$ cat src/rtl/jtcastle_snd_pkg.sv
// Shared constants for the sound-command latch: status-bit layout and
// default command queue depth.
package jtcastle_snd_pkg;

  // Default number of queued main-CPU commands.
  localparam int DEPTH_DEF = 4;

  // Bit positions in the status byte read by the sound CPU.
  localparam int STAT_NEMPTY = 0;
  localparam int STAT_FULL   = 1;
  localparam int STAT_OVF    = 2;

  // Build the status byte from the individual flags.
  function automatic logic [7:0] snd_status(
    input logic ovf,
    input logic full,
    input logic nempty
  );
    logic [7:0] st;
    st              = 8'h00;
    st[STAT_OVF]    = ovf;
    st[STAT_FULL]   = full;
    st[STAT_NEMPTY] = nempty;
    return st;
  endfunction

endpackage

$ cat src/rtl/jtcastle_snd_fifo.sv
// Command byte queue: storage plus read/write pointers with an extra
// wrap bit so that full and empty can be told apart.
// A push while full is accepted only if a pop happens on the same edge;
// a pop while empty is ignored.
module jtcastle_snd_fifo
  import jtcastle_snd_pkg::*;
#(
  parameter int DEPTH = DEPTH_DEF
) (
  input  logic       clk,
  input  logic       rst_n,
  input  logic       push,
  input  logic [7:0] din,
  input  logic       pop,
  output logic       full,
  output logic       empty,
  output logic [7:0] head
);

  localparam int AW = (DEPTH > 1) ? $clog2(DEPTH) : 1;
  localparam logic [AW:0] PTR_ONE = {{AW{1'b0}}, 1'b1};

  logic [7:0]  mem_r [DEPTH];
  logic [AW:0] wr_ptr_r;
  logic [AW:0] rd_ptr_r;
  logic        full_s;
  logic        empty_s;
  logic        push_ok_s;
  logic        pop_ok_s;

  // Flag decode and accept logic for this edge.
  always_comb begin
    empty_s   = (wr_ptr_r == rd_ptr_r);
    full_s    = (wr_ptr_r[AW] != rd_ptr_r[AW]) &&
                (wr_ptr_r[AW-1:0] == rd_ptr_r[AW-1:0]);
    pop_ok_s  = pop & ~empty_s;
    push_ok_s = push & (~full_s | pop_ok_s);
  end

  // Pointer update; both pointers return to zero on reset so the queue
  // is emptied immediately.
  always_ff @(posedge clk or negedge rst_n) begin
    if (!rst_n) begin
      wr_ptr_r <= {(AW+1){1'b0}};
      rd_ptr_r <= {(AW+1){1'b0}};
    end else begin
      if (push_ok_s) begin
        wr_ptr_r <= wr_ptr_r + PTR_ONE;
      end else begin
        wr_ptr_r <= wr_ptr_r;
      end
      if (pop_ok_s) begin
        rd_ptr_r <= rd_ptr_r + PTR_ONE;
      end else begin
        rd_ptr_r <= rd_ptr_r;
      end
    end
  end

  // Storage write; contents are only meaningful between the pointers so
  // the array itself needs no reset.
  always_ff @(posedge clk) begin
    if (push_ok_s) begin
      mem_r[wr_ptr_r[AW-1:0]] <= din;
    end
  end

  assign full  = full_s;
  assign empty = empty_s;
  assign head  = mem_r[rd_ptr_r[AW-1:0]];

endmodule

$ cat src/rtl/jtcastle_snd_cmd.sv
// Main-CPU to sound-CPU command latch with a small queue.
// The main CPU strobes snd_irq with a byte; each strobe queues one byte.
// The sound CPU reads the queue head through latch_cs and the flags through
// stat_cs; every CPU access is counted once, however long it is stretched.
// int_n stays low while commands are waiting.
module jtcastle_snd_cmd
  import jtcastle_snd_pkg::*;
#(
  parameter int DEPTH = DEPTH_DEF
) (
  input  logic       clk,
  input  logic       rst_n,
  input  logic       snd_irq,
  input  logic [7:0] snd_latch,
  input  logic       cen,
  input  logic       latch_cs,
  input  logic       stat_cs,
  input  logic       rnw,
  output logic [7:0] dout,
  output logic       int_n,
  output logic       overflow
);

  logic       irq_r;
  logic       rd_prev_r;
  logic       st_prev_r;
  logic [7:0] hold_r;
  logic       ovf_r;
  logic       int_n_r;

  logic       push_s;
  logic       rd_cond_s;
  logic       st_cond_s;
  logic       rd_det_s;
  logic       st_det_s;
  logic       pop_ok_s;
  logic       ovf_set_s;
  logic       full_s;
  logic       empty_s;
  logic [7:0] head_s;
  logic [7:0] dout_s;

  jtcastle_snd_fifo #(
    .DEPTH (DEPTH)
  ) u_fifo (
    .clk   (clk),
    .rst_n (rst_n),
    .push  (push_s),
    .din   (snd_latch),
    .pop   (rd_det_s),
    .full  (full_s),
    .empty (empty_s),
    .head  (head_s)
  );

  // Event decode: strobe rising edge, CPU access edges on cen cycles and
  // the overflow condition (a push while full without a matching pop).
  always_comb begin
    push_s    = snd_irq & ~irq_r;
    rd_cond_s = latch_cs & rnw;
    st_cond_s = stat_cs & rnw;
    rd_det_s  = cen & rd_cond_s & ~rd_prev_r;
    st_det_s  = cen & st_cond_s & ~st_prev_r;
    pop_ok_s  = rd_det_s & ~empty_s;
    ovf_set_s = push_s & full_s & ~rd_det_s;
  end

  // Strobe history, sampled every clk.
  always_ff @(posedge clk or negedge rst_n) begin
    if (!rst_n) begin
      irq_r <= 1'b0;
    end else begin
      irq_r <= snd_irq;
    end
  end

  // Access history, sampled only on sound-CPU clock enables so a stretched
  // access looks like one access.
  always_ff @(posedge clk or negedge rst_n) begin
    if (!rst_n) begin
      rd_prev_r <= 1'b0;
      st_prev_r <= 1'b0;
    end else begin
      if (cen) begin
        rd_prev_r <= rd_cond_s;
        st_prev_r <= st_cond_s;
      end else begin
        rd_prev_r <= rd_prev_r;
        st_prev_r <= st_prev_r;
      end
    end
  end

  // Hold register keeps the last popped byte for reads of an empty queue.
  always_ff @(posedge clk or negedge rst_n) begin
    if (!rst_n) begin
      hold_r <= 8'h00;
    end else begin
      if (pop_ok_s) begin
        hold_r <= head_s;
      end else begin
        hold_r <= hold_r;
      end
    end
  end

  // Sticky overflow; a new overflow wins over a same-edge status read.
  always_ff @(posedge clk or negedge rst_n) begin
    if (!rst_n) begin
      ovf_r <= 1'b0;
    end else begin
      ovf_r <= ovf_set_s | (ovf_r & ~st_det_s);
    end
  end

  // Interrupt follows queue occupancy one clk late.
  always_ff @(posedge clk or negedge rst_n) begin
    if (!rst_n) begin
      int_n_r <= 1'b1;
    end else begin
      int_n_r <= empty_s;
    end
  end

  // Read data mux towards the sound CPU.
  always_comb begin
    dout_s = 8'hff;
    if (latch_cs) begin
      if (empty_s) begin
        dout_s = hold_r;
      end else begin
        dout_s = head_s;
      end
    end else if (stat_cs) begin
      dout_s = snd_status(ovf_r, full_s, ~empty_s);
    end else begin
      dout_s = 8'hff;
    end
  end

  assign dout     = dout_s;
  assign int_n    = int_n_r;
  assign overflow = ovf_r;

endmodule
$ cat config.mk
export PLATFORM = sky130hd
export DESIGN_NAME = jtcastle_snd_cmd
export DESIGN_NICKNAME = d
export VERILOG_FILES = /design/src/rtl/jtcastle_snd_pkg.sv /design/src/rtl/jtcastle_snd_fifo.sv /design/src/rtl/jtcastle_snd_cmd.sv
export SDC_FILE = /design/constraint.sdc
export NUM_CORES = 1
export LEC_CHECK = 0
export BUFFER_PORTS_ARGS = -buffer_cell sky130_fd_sc_hd__buf_2
export CAP_MARGIN = 5
export CELL_PAD_IN_SITES_DETAIL_PLACEMENT = 0
export CELL_PAD_IN_SITES_GLOBAL_PLACEMENT = 1
export CORE_AREA = 5 5 75 77
export CTS_CLUSTER_DIAMETER = 30
export CTS_CLUSTER_SIZE = 14
export DETAILED_ROUTE_END_ITERATION = 7
export DIE_AREA = 0 0 80 82
export GPL_TIMING_DRIVEN = 0
export PLACE_DENSITY = 0.83
export SLEW_MARGIN = 30
export SYNTH_ARGS = -nofsm -noshare
export SYNTH_HDL_FRONTEND = slang
export SYNTH_HIERARCHICAL = 1
export SYNTH_SLANG_ARGS = --single-unit
$ cat constraint.sdc
create_clock -name clk -period 2.5 [get_ports clk]
set_clock_uncertainty 0.05 [all_clocks]
set_input_delay 0.25 -clock clk [delete_from_list [all_inputs] [get_ports clk]]
set_output_delay 0.25 -clock clk [all_outputs]
set_load 0.02 [all_outputs]
-- Yosys cells after proc, flatten, opt, wreduce, memory -nomap -nowiden
Memory sizes are Yosys's and may differ from the RTL's.
Cells that the tools add are included.
Widths: inputs -> output; s select.
- register bits: 19
- RAM bits: 32
- input bits: 15
- output and inout port bits: 10
- word-level logic and storage cells: 41
- memories kept: 1
- memories (memory ; depth ; width ; rd ports ; clocked after Yosys merged registers in ; wr ports ; RTL line ; RTL):
    u_fifo.mem_r ; 4 ; 8 ; 1 ; 0 ; 1 ; jtcastle_snd_fifo.sv:23 ; logic [7:0] mem_r [DEPTH];
- add/sub/neg operators: 2
- eq/ne operators: 3
- mux-type cells: 5
- bitwise operators: 21
- reductions and logical operators: 1
- operators with widths (cell ; count):
    $mux 8 ; 3
    $and 1x1->1 ; 12
    $not 1->1 ; 7
    $add 3x1->3 const B ; 2
    $eq 3x3->1 ; 1
    $eq 2x2->1 ; 1
    $mux 1 ; 2
    $or 1x1->1 ; 2
    $logic_and 1x1->1 ; 1
    $ne 1x1->1 ; 1

-- Longest topological paths before layout
- word-level depth: 8
- gate-level depth with buffers: 7
- depth with buffers taken out: 5

-- Hierarchy
The synthesis kept the hierarchy.
- modules (own cells, without submodules) (module ; times used ; cells an instance ; area each (um2) ; seq. area each (um2)):
    jtcastle_snd_fifo ; 1 ; 89 ; 1607.8 ; 1111.1
    jtcastle_snd_cmd ; 1 ; 55 ; 669.4 ; 326.6

-- Worst setup path before layout
OpenSTA, ideal clock, no wires.
- kind: reg2out
- start point: register u_fifo.rd_ptr_r[1]
- end point: output dout[1]
- data arrival time: 1.808 ns
- required time: 2.200 ns
- slack: 0.392 ns
- cell stages (with the launch flop): 8
- path buffers: 3
- cells stage by stage: dfrtp_1 buf_2 xor2_1 buf_2 nor3_1 buf_4 mux2i_1 a21oi_1
- elaborated cells on any way between the ends: 7
- those cells by class: eq/ne: 2; mux: 3; reduce/logical: 1; memory: 1
- RTL lines (element ; RTL line ; RTL):
    from (decl) ; jtcastle_snd_fifo.sv:25 ; logic [AW:0] rd_ptr_r;
    from (signal assigned) ; jtcastle_snd_fifo.sv:45 ; rd_ptr_r <= {(AW+1){1'b0}};
    from (signal assigned) ; jtcastle_snd_fifo.sv:53 ; rd_ptr_r <= rd_ptr_r + PTR_ONE;
    from (signal assigned) ; jtcastle_snd_fifo.sv:55 ; rd_ptr_r <= rd_ptr_r;
    $eq 3x3->1 ; jtcastle_snd_fifo.sv:33 ; empty_s = (wr_ptr_r == rd_ptr_r);
    via empty_s ; jtcastle_snd_cmd.sv:39 ; logic empty_s;
    $mux 8 ; jtcastle_snd_cmd.sv:129 ; if (empty_s) begin
    $mux 8 ; jtcastle_snd_cmd.sv:128 ; if (latch_cs) begin
    to (decl) ; jtcastle_snd_cmd.sv:19 ; output logic [7:0] dout,
The timed path passes the listed nets, and every way through them passes these cells.

-- Worst setup path in the final report
- start point: register u_fifo.rd_ptr_r[0]
- end point: output dout[5]
- longest elaborated chain between the ends: 3
- elaborated cells on any way between the ends: 4
- those cells by class: eq/ne: 1; mux: 2; memory: 1
- RTL lines (element ; RTL line ; RTL):
    $mem_v2 4x8 ; n/a ;
    via head_s[5] ; jtcastle_snd_cmd.sv:40 ; logic [7:0] head_s;
    $mux 8 ; jtcastle_snd_cmd.sv:129 ;
    $mux 8 ; jtcastle_snd_cmd.sv:128 ;
The timed path passes the listed nets, and every way through them passes these cells.

==> impl_metrics.tcl <==
set metrics [dict create \
    grt_pass1_vias 1414 \
    ir_drop_v 0.0005297 \
    timing.rr.start "rd_prev_r" \
    hold_start "snd_irq" \
    synth_edf_count 32 \
    wl_per_cell_um 16.73 \
    critical_path_required_ps 2200 \
    startpoint_type "flop" \
    synth.mux.area_fraction 0.1637 \
    area_delta_synth_final_pct 17.80 \
    cts.htree.levels 2 \
    p_per_area_mw_per_mm2 1168 \
    async_flop_share 0.3725 \
    clk_pin_slew_ps 90 \
    critPathCaptureType "output pin" \
    clk_latency_ps 300 \
    hold_end "irq_r" \
    drtIter0Drc 72 \
    yosysTopAreaCellShare 0.4220 \
    synthAdderAreaFrac 0.02747 \
    netlist_area_sq_mm 0.002277 \
    tightest_slew_ps 567.5 \
    row_count 26 \
    clock.fmax_ghz 0.4220 \
    synth-seq-cells 51 \
    fin_nets 202 \
    ys_types 38 \
    crit_type "reg2out" \
    relSlewSlack 0.6209 \
    r2r_end "u_fifo/mem_r[2][1]" \
    outcome "completed" \
    postRouteAntennaNets 0 \
    portBuffers 24 \
    rsz0062_at_grt "false" \
    dieArea_sq_mm 0.006560 \
    synth_compound_area_frac 0.06154 \
    setup-tns-final_ps 0 \
    synthTopCellsByArea "edfxtp_1 42%, dfrtp_1 20%, mux4_2 7.9%" \
    p_leak_nw 1.045 \
    worstHoldPathType "in2reg" \
    rr_worst_depth 5 \
    ys.flop_type "edfxtp_1" \
    synth.largest_area_cell "edfxtp_1" \
    synth_seq_area_share 0.6313 \
    finalSetupViolCount 0 \
    cts_made_buffers 5 \
    placed_cell_area_sq_mm 0.002485 \
    diodes 0 \
    cp.arrival_ps 2070 \
    ff2ff_setup_slack_ps 430 \
    hold_ws_ps 14.23 \
    fin_crit_ps 2369 \
    drtPass1Iterations 4 \
    initial_core_util 0.4605 \
    hpwlAfterDp_um 2891 \
    stdcell_area_sq_mm 0.002683 \
    wirelength_um 4232 \
    antenna_found_initial 0 \
    fillers 426 \
    die_h_um 82 \
    core_sq_mm 0.004945 \
    synth_xor_area_frac 0.01923 \
    hold_depth 1 \
    cts-root-buf "clkbuf_8" \
    synth.avg_cell_area_sq_um 15.81 \
    synth_nets 164 \
    viasPerCell 5.328 \
    synth_most_common_cell "edfxtp_1" \
    cap_violations 0 \
    grt_pass1_wl_um 7058 \
    synthSimpleGateAreaFrac 0.07143 \
    grt.total_usage 0.1434 \
    synth_top_family_by_area "multiplexers" \
    finalHoldViolCount 0 \
    die-width_um 80 \
    grt-ovfl-total 0 \
    clock_sinks 51 \
    grt_max_degree 20 \
    cts_tree "done" \
    clock_path_buffers 2 \
    post-route-drc-count 0 \
    synthCells 144 \
    vias 1348 \
    ys_top_cells_by_count "32 x edfxtp_1, 18 x dfrtp_1, 8 x mux2i_1, 8 x mux4_2" \
    ios 25 \
    synth_warnings 6 \
    drive_gt1_frac 0.3552 \
    final_max_slew_viol_count 0 \
    post-route-period-util 0.9478 \
    place_congestion 0.7713 \
    p_total_mw 3.133 \
    cp_max_fo 10 \
]
[kinds of logic (layout without fill, tap and decap cells)]
group,Yosys count,count (layout)
xor+xnor,5,5
mux,26,26
simple gates,24,24
compound gates,20,20
buf+inv,13,52
flops,51,51
fa+ha+maj,5,5
[timing repair]
action,4_1_cts,5_1_grt
pin swaps,1,2
setup buffers,2,3
hold buffers,1,0
setup endpoints to repair,8,8
hold endpoints to repair,18,0
resized for setup,6,12
gates cloned,1,0
[flip-flops by register name (all words and copies together) (netlist names)]
register         cells
hold_r               8
int_n                1
irq_r                1
overflow             1
rd_prev_r            1
st_prev_r            1
u_fifo/mem_r        32
u_fifo/rd_ptr_r      3
u_fifo/wr_ptr_r      3
[power by group]
part	internal, mW	switching, mW
Sequential	1.10	0.127
Clock	0.197	0.269
Combinational	0.682	0.760
Total	1.98	1.16
[area by class of cell]
class,instances,area (sq um),area share
Sequential cell,51,1438,0.5359
Clock buffer,5,68.82,0.02565
Multi-Input combinational cell,80,812.0,0.3027
Tap cell,70,87.58,0.03265
Clock inverter,3,18.77,0.006996
Buffer,6,50.05,0.01866
Inverter,7,26.28,0.009795
Timing Repair Buffer,31,181.4,0.06763
[worst max-delay path by stage]
stage | from | end | slack, ps
final | u_fifo/rd_ptr_r[0] | dout[5] | 130
after global routing | u_fifo/rd_ptr_r[0] | dout[5] | 20
after CTS | u_fifo/rd_ptr_r[1] | dout[5] | 10
after detailed placement | u_fifo/rd_ptr_r[1] | dout[5] | 120
after global placement | u_fifo/rd_ptr_r[1] | dout[2] | 190
after floorplan | u_fifo/rd_ptr_r[1] | dout[1] | 390
[placed cells by master, fill, tap and decap left out, types with 2 or more instances in the layout]
cell type  instances
a21oi_1            7
and3_1             3
buf_2             24
buf_4              6
buf_6              4
clkbuf_8           5
clkinv_2           2
dfrtp_1           18
edfxtp_1          32
ha_1               5
inv_1              7
mux2_1             4
mux2_2             6
mux2i_1            7
mux4_2             8
nand2_1            3
nand3_1            2
nor2_1             3
nor2b_1            2
nor3_1             2
o21ai_0            3
o31ai_1            2
or4_1              2
xnor2_1            2
xor2_2             2
[per-layer routing]
metal | GRT usage | part of all wire | vias to the layer above | routed length [um]
li1 | - | - | 627 | -
met1 | 0.1810 | 0.42 | 683 | 1772
met2 | 0.2442 | 0.53 | 31 | 2232
met3 | 0.03947 | 0.040 | 7 | 168
met4 | 0.03885 | 0.014 | 0 | 58
met5 | 0 | 0 | - | 0
[critical path, stage by stage, from the launching register on]
cell      delay [ps]
dfrtp_1          460
clkbuf_4         300
mux4_2           550
mux2i_1          170
a21oi_1          100
buf_4            180
[metrics by stage]
stage	utilization	cells	setup WS, ps
after floorplan	-	144	392.1
final	0.5425	253	130.5
after global placement	0.5025	238	189.5
after CTS	0.5299	250	13.39
after detailed placement	0.5025	238	116.1
after global routing	0.5425	253	18.92
No activity file was read; power rests on OpenSTA's default activity.
